==> src/rtl/shift_addsub_pipe.sv <==
// shift_addsub_pipe: two-stage pipelined A +/- (B >>> shift) with valid/ready stream and optional saturation
module shift_addsub_pipe #(
  parameter int WORD_WIDTH = 16,
  parameter int SHIFT_WIDTH = 4,
  parameter bit SATURATE = 1'b1
) (
  input  logic                   clk,
  input  logic                   rst_n,
  input  logic                   in_valid,
  output logic                   in_ready,
  input  logic [1:0]             ALU_operation,
  input  logic                   dir,
  input  logic [WORD_WIDTH-1:0]  A,
  input  logic [WORD_WIDTH-1:0]  B,
  input  logic [SHIFT_WIDTH-1:0] shift,
  output logic                   out_valid,
  input  logic                   out_ready,
  output logic [WORD_WIDTH-1:0]  ALU_out,
  output logic                   overflow
);
  localparam logic [1:0] OP_ADD = 2'd0, OP_SUB = 2'd1, OP_NOP = 2'd2, OP_DIR = 2'd3;
  localparam logic [WORD_WIDTH-1:0] MAX_POS = {1'b0, {(WORD_WIDTH-1){1'b1}}};
  localparam logic [WORD_WIDTH-1:0] MIN_NEG = {1'b1, {(WORD_WIDTH-1){1'b0}}};
  logic                  s1_valid;
  logic [1:0]            s1_op;
  logic [WORD_WIDTH-1:0] s1_a, s1_bs;
  logic                  adv1, adv2;
  logic [1:0]            op_res;
  logic [WORD_WIDTH-1:0] bs, res;
  logic [WORD_WIDTH:0]   a_ext, b_ext, sum;
  logic                  ovf;
  // handshake, DIR resolution, shifter and the one-bit-wider add/sub with saturation
  always_comb begin
    adv2 = !out_valid || out_ready;
    adv1 = !s1_valid || adv2;
    in_ready = adv1;
    op_res = ALU_operation == OP_DIR ? (dir ? OP_ADD : OP_SUB) : ALU_operation;
    bs = $signed(B) >>> shift;
    a_ext = {s1_a[WORD_WIDTH-1], s1_a};
    b_ext = {s1_bs[WORD_WIDTH-1], s1_bs};
    sum = s1_op == OP_ADD ? a_ext + b_ext : s1_op == OP_SUB ? a_ext - b_ext : a_ext;
    ovf = sum[WORD_WIDTH] ^ sum[WORD_WIDTH-1];
    res = (SATURATE && ovf) ? (sum[WORD_WIDTH] ? MIN_NEG : MAX_POS) : sum[WORD_WIDTH-1:0];
  end
  // stage 1: capture A, resolved op and shifted B when the stage can move
  always_ff @(posedge clk) begin
    if (!rst_n) begin
      s1_valid <= 1'b0;
      s1_op    <= OP_NOP;
      s1_a     <= '0;
      s1_bs    <= '0;
    end else if (adv1) begin
      s1_valid <= in_valid;
      if (in_valid) begin
        s1_op <= op_res;
        s1_a  <= A;
        s1_bs <= bs;
      end
    end
  end
  // stage 2: result register, held while the consumer stalls
  always_ff @(posedge clk) begin
    if (!rst_n) begin
      out_valid <= 1'b0;
      ALU_out   <= '0;
      overflow  <= 1'b0;
    end else if (adv2) begin
      out_valid <= s1_valid;
      if (s1_valid) begin
        ALU_out  <= res;
        overflow <= ovf;
      end
    end
  end
endmodule

==> config.mk <==
export PLATFORM = sky130hd
export DESIGN_NAME = shift_addsub_pipe
export DESIGN_NICKNAME = d
export VERILOG_FILES = /design/src/rtl/shift_addsub_pipe.sv
export SDC_FILE = /design/constraint.sdc
export NUM_CORES = 1
export LEC_CHECK = 0
export ABC_AREA = 0
export BUFFER_PORTS_ARGS = -buffer_cell sky130_fd_sc_hd__clkbuf_2
export CAP_MARGIN = 40
export CORE_ASPECT_RATIO = 0.8
export CORE_MARGIN = 8
export CORE_UTILIZATION = 28
export DETAILED_ROUTE_END_ITERATION = 7
export MAX_ROUTING_LAYER = met4
export PLACE_DENSITY_LB_ADDON = 0.15
export SLEW_MARGIN = 40
export SYNTH_ARGS = -nofsm -noshare
export SYNTH_HDL_FRONTEND = slang
export SYNTH_SLANG_ARGS = --single-unit
==> constraint.sdc <==
create_clock -name clk -period 6.2 [get_ports clk]
set_input_delay 0.93 -clock clk [delete_from_list [all_inputs] [get_ports clk]]
set_output_delay 0.93 -clock clk [all_outputs]
set_load 0.05 [all_outputs]
Word level (Yosys, flattened, before mapping)
Index checks and enable logic that the tools add are counted.
{ "totals": {"reg_bits": 53, "latchBits": 0, "ramBits": 0, "rom_bits": 0, "out_inout_bits": 19, "word_cells": 26, "memories": 0} }
{ "op_classes": {"addsub": 2, "mul": 0, "div_mod_pow": 0, "order_cmp": 0, "eq_ne": 2, "shifts": 1, "mux": 6, "n_bitwise": 1, "n_reduce_logical": 7} }
{ "ops": {"columns": ["cell", "n"], "rows": [
  ["$mux 17", 2],
  ["$mux 16", 2],
  ["$add 16x16->17", 1],
  ["$sub 16x16->17", 1],
  ["$sshr 16x4->16", 1],
  ["$reduce_and 2->1", 2],
  ["$eq 2x1->1 const B", 1],
  ["$eq 2x2->1 const B", 1],
  ["$logic_not 1->1", 2],
  ["$logic_not 2->1", 1],
  ["$logic_or 1x1->1", 2],
  ["$mux 2", 1],
  ["$mux 1", 1],
  ["$xor 1x1->1", 1]
]} }

Logic depth before layout (Yosys ltp)
{ "depth": {"depth_word": 5, "mapped_depth": 12} }

Worst setup path after synthesis
No wires, ideal clock.
{ "synth_timing": {"path_kind": "register -> register", "startpoint": "register s1_a[6]", "endpoint": "register ALU_out[14]", "setup_time_ns": 0.120, "arrival_time_ns": 2.661, "path_slack_ns": 3.419, "stages_incl_launch_ff": 10, "path_buffers": 1, "period_less_slack_ns": 2.781, "cell_sequence": "dfxtp_1 > ha_1 > or4_1 > o22a_1 > a211o_1 > a2111oi_4 > o21a_4 > buf_12 > nor3_2 > a211o_1"} }
{ "synth_between": {"elab_chain_cells": 5, "elab_cells_between_ends": 7, "classes_between": "add/sub: 2; mux: 4; bitwise: 1"} }
{ "synth_rtl": {"columns": ["element", "line_no", "source"], "rows": [
  ["start: declaration", "26", "logic [WORD_WIDTH-1:0] s1_a, s1_bs;"],
  ["start signal: assignment", "50", "s1_a <= '0;"],
  ["start signal: assignment", "56", "s1_a <= A;"],
  ["$sub 16x16->17", "41", "sum = s1_op == OP_ADD ? a_ext + b_ext : s1_op == OP_SUB ? a_ext - b_ext : a_ext;"],
  ["$mux 17", "41", null],
  ["$mux 17 *", "41", null],
  ["$mux 16 or $xor 1x1->1 (tied branches)", "43, 42", null],
  ["$mux 16 *", "43", "res = (SATURATE && ovf) ? (sum[WORD_WIDTH] ? MIN_NEG : MAX_POS) : sum[WORD_WIDTH-1:0];"],
  ["end signal: assignment", "70", "ALU_out <= res;"],
  ["end: declaration", "18", "output logic [WORD_WIDTH-1:0] ALU_out,"]
]} }
Every way passes the cells marked *; elsewhere a longest branch is shown, timed or not.
A chain may end at the register's enable or synchronous reset.

Final worst setup path
{ "layout_timing": {"startpoint": "register s1_a[0]", "endpoint": "register ALU_out[14]"} }
The elaborated chain is that of the path after synthesis.

==> results list <==
- Global routing consumed, on the met1 layer, 19.7% of the routing resources.
- Once the floorplan was initialized, standard cells occupied 28.6% of the core.
- Summed over all cells, the static leakage comes to 2.14 nW.
- Die Footprint: 21400 um^2
* Maximum clock insertion buffer count: 2
* Critical Path Fanout Max: 22
- Yosys printed 0 warnings.
* Wire length of the first global-routing pass: 24100 um
- For this run, the leading register cell type out of synthesis is sky130_fd_sc_hd__dfxtp_1.
- The worst setup path is launched from a flip-flop.
- Avg Inst Size Synth: 7.56 um^2
- In this run the register-to-register setup slack is 2.99 ns.
* Layout net count: 734
- RSZ-0062 raised after global routing: false
- Worst-case hold path end point: ALU_out[11]$_SDFFE_PN0P_
* Tcrit/Tclk final: 51.9%
* Peak supply drop: 0.103 mV
- Count of antenna diodes in the layout: 0
- Grt peak-use layer: met2
* Routed wirelength normalized by instance count: 16.8 um
- Quantity of gates resized following cts: 0
* Series of cell instances along the critical path: ha_1, fa_1, nor2b_1, o21ai_1, a2111oi_0, or4_1, o211ai_1, buf_4, a211oi_1, a31o_2, a211o_1
- The count of pins over their slew limit came to 0.
- In the final layout, the share of cells above drive strength 1 is 16.1%.
- Initial DRC count: 275
- The min-delay analysis places its worst path in the category flip-flop to flip-flop.
- Number of buffers created by CTS: 5
* TritonCTS clock tree: built
* Number of nets in the synthesized netlist: 706
- Of all flip-flops after synthesis, the portion carrying an async set or reset was 0%.
* Number of flops mapped to enable cells by yosys: 0
- In this run the post-CTS setup repair buffer count came out at 0.
- At the worst endpoint, the arrival time is 3.42 ns.
- For this design, the CTS-stage hold fixing added 0 buffers.
- For this block, the routed nets add up to 14700 um of wire.
- Vias: 4620
- Measured in cells, the most critical reg-to-reg path has a length of 11.
* Max Freq: 0.311 GHz
* Max_cap viols: 0
* Worst path slowest cell: sky130_fd_sc_hd__or4_1
- The number of global-route vias before repair was 4455.
- Number of different library cells in the post-synthesis netlist: 71
- Post-layout util: 32.2%
* Worst Skew: 0.00864 ns
* Crit Reg-Reg Startpoint: s1_a[0]$_SDFFE_PN0P_
- Met3 routing resource usage after global routing: 1.74%
- Post-synthesis cell area: 4750 um^2
* Overall die width: 162 um
- Together, buffers and inverters on the worst path number 1.
- Counting flops and latches in the post-synthesis netlist gives 53.
- Pin count of the biggest net entering global routing: 56
- Global routing used 20.2% of the available met2 tracks.
- In the routed design, unresolved DRC markers number 0.
- Area of the core region: 16600 um^2
* Chip height: 133 um
- The root buffer cell chosen for the clock tree is sky130_fd_sc_hd__clkbuf_16.
- Antenna viol nets, final: 0
- Setup violations remaining at the end of the flow were counted as 0.
- Congestion Overflow GR: 0
* Critical path's top delay family: compound AO/OA/AOI/OAI gates
* Kind of end point of the critical path: flip-flop
- Max transition margin: 55.3%
- Worst-Margin Slew: 0.666 ns
- After routing, the total negative slack on setup checks comes to 0 ns.
- The routed design could run at a clock period as short as 3.21 ns.
- In this run the power density over the cells is 205 nW/um^2.
* Via density: 5.26
- The setup path with the least slack is of type flip-flop to flip-flop.
- In this design, the stage delay of the slowest critical-path cell is 0.54 ns.
- CTS saw 53 sinks.
- The number of endpoints with negative hold slack in the final report is 0.
- 62 I/O pins were placed.
- Placer Congestion: 0.914
- The endpoint identified for the worst register-to-register timing path is ALU_out[14]$_SDFFE_PN0P_.
* Seq/Total Area, Yosys: 22.3%
- Clock-pin slew was measured on the worst setup and hold paths at 0.08 ns.
- Data on the critical path is required at its endpoint by 6.41 ns.
- Across every metal layer, demand over resource in global routing totals 14.2%.
* Instance count along the most critical hold path: 2
- Number of rows created at floorplan: 42
* HPWL reported at the end of detailed placement: 11300 um
* Synthesized netlist cell count: 629
- Worst setup path start: s1_a[0]$_SDFFE_PN0P_
- Outcome: finished, final reports clean
- For this run, the detailed router's first-pass iteration total came to 5.
* Worst-Skew Late Latency: 0.31 ns
- Growth of design area from synthesis to finish: 12.5%
* Number of buffers added on ports: 61
- Worst hold start: ALU_out[11]$_SDFFE_PN0P_
* # H-tree levels: 2
- The number of antenna violations at the first check in global routing came to 0.
[power breakdown]
group | internal [mW] | switching (mW) | leakage [nW] | total [mW]
combinational | 0.139 | 0.238 | 1.62 | 0.378
sequential | 0.364 | 0.0213 | 0.437 | 0.385
clock | 0.192 | 0.140 | 0.0800 | 0.332
[sequential cells by signal, summed over array words and instances (netlist names)]
register   flops
s1_a          16
out_valid      1
ALU_out       16
s1_valid       1
s1_op          2
overflow       1
s1_bs         16
[cell type report]
| type | count | area [um^2] |
|---|---|---|
| fill | 1856 | 11300 |
| multi-input combinational | 491 | 3340 |
| tap | 220 | 275 |
| sequential | 53 | 1060 |
| clock buffer | 5 | 125 |
| clock inverter | 3 | 46.3 |
| inverter | 39 | 146 |
| timing repair buffer | 67 | 353 |
[per-layer routing]
layer | share of wire (%) | wire length (um)
met1 | 52 | 7640
met5 | 0 | 0
met4 | 3.2 | 466
met2 | 41 | 6110
met3 | 3.6 | 525
[worst max-delay path by stage]
stage | to | slack, ns | depth (start not counted)
3_3_place_gp | ALU_out[14]$_SDFFE_PN0P_ | 3.05 | 11
6_report | ALU_out[14]$_SDFFE_PN0P_ | 2.99 | 11
2_1_floorplan | ALU_out[14]$_SDFFE_PN0P_ | 3.42 | 9
4_1_cts | ALU_out[14]$_SDFFE_PN0P_ | 3.01 | 11
5_1_grt | ALU_out[14]$_SDFFE_PN0P_ | 2.81 | 11
3_5_place_dp | ALU_out[14]$_SDFFE_PN0P_ | 3.02 | 11
[Yosys cell counts, types with 12 or more instances]
library cell	n	area (um^2)
sky130_fd_sc_hd__nand2_1	88	330
sky130_fd_sc_hd__dfxtp_1	53	1060
sky130_fd_sc_hd__o21ai_0	49	245
sky130_fd_sc_hd__a21oi_1	39	195
sky130_fd_sc_hd__inv_1	37	139
sky130_fd_sc_hd__clkbuf_1	36	135
sky130_fd_sc_hd__ha_1	32	400
sky130_fd_sc_hd__nor2_1	29	109
sky130_fd_sc_hd__a21boi_0	25	188
sky130_fd_sc_hd__mux2i_1	21	210
sky130_fd_sc_hd__a211oi_1	16	120
sky130_fd_sc_hd__nor2b_1	14	87.6
sky130_fd_sc_hd__o211ai_1	13	97.6
sky130_fd_sc_hd__a31oi_1	12	75.1
sky130_fd_sc_hd__nor3_1	12	60.1
[worst min-delay path, stage by stage, from the launching register on]
cell,delay (ns)
sky130_fd_sc_hd__dfxtp_1,0.32
sky130_fd_sc_hd__nand3_1,0.06
sky130_fd_sc_hd__o21ai_1,0.05
[cells by family after synthesis]
kind of cell	after synthesis	synth area share, %
DFF	53	22.3
buffers and inverters	85	7.42
xor gates and xnor gates	6	1.11
adders and majority gates	45	11.7
AOI/OAI and AO/OA	215	30.9
and+or+nand+nor	196	19.7
muxes	29	6.79
[placed cells by master (no fill, tap or decap), drive strengths merged, types with 8 or more instances in the layout]
cell,count
a211oi,16
a21oi,45
ha,32
nand3,9
clkbuf,66
or3,10
nand2,88
mux2i,21
o21a,8
a31oi,12
o21ai,51
nor3,13
a21boi,25
dfxtp,53
and2,8
maj3,11
inv,37
nor2,29
o211ai,13
nor2b,14
[metrics by stage]
stage / area [um^2] / total power [mW] / setup slack [ns] / hold slack, ns / instances
after detailed placement: 5180 / 0.769 / 3.02 / 0.471 / 870
after floorplan: 4750 / 0.671 / 3.42 / 0.458 / 629
after global routing: 5350 / 1.17 / 2.81 / 0.525 / 878
final: 5350 / 1.09 / 2.99 / 0.476 / 878
after global placement: 5170 / 0.769 / 3.05 / 0.464 / 870
after CTS: 5350 / 1.11 / 3.01 / 0.480 / 878
Power figures use the tool's default switching activity.
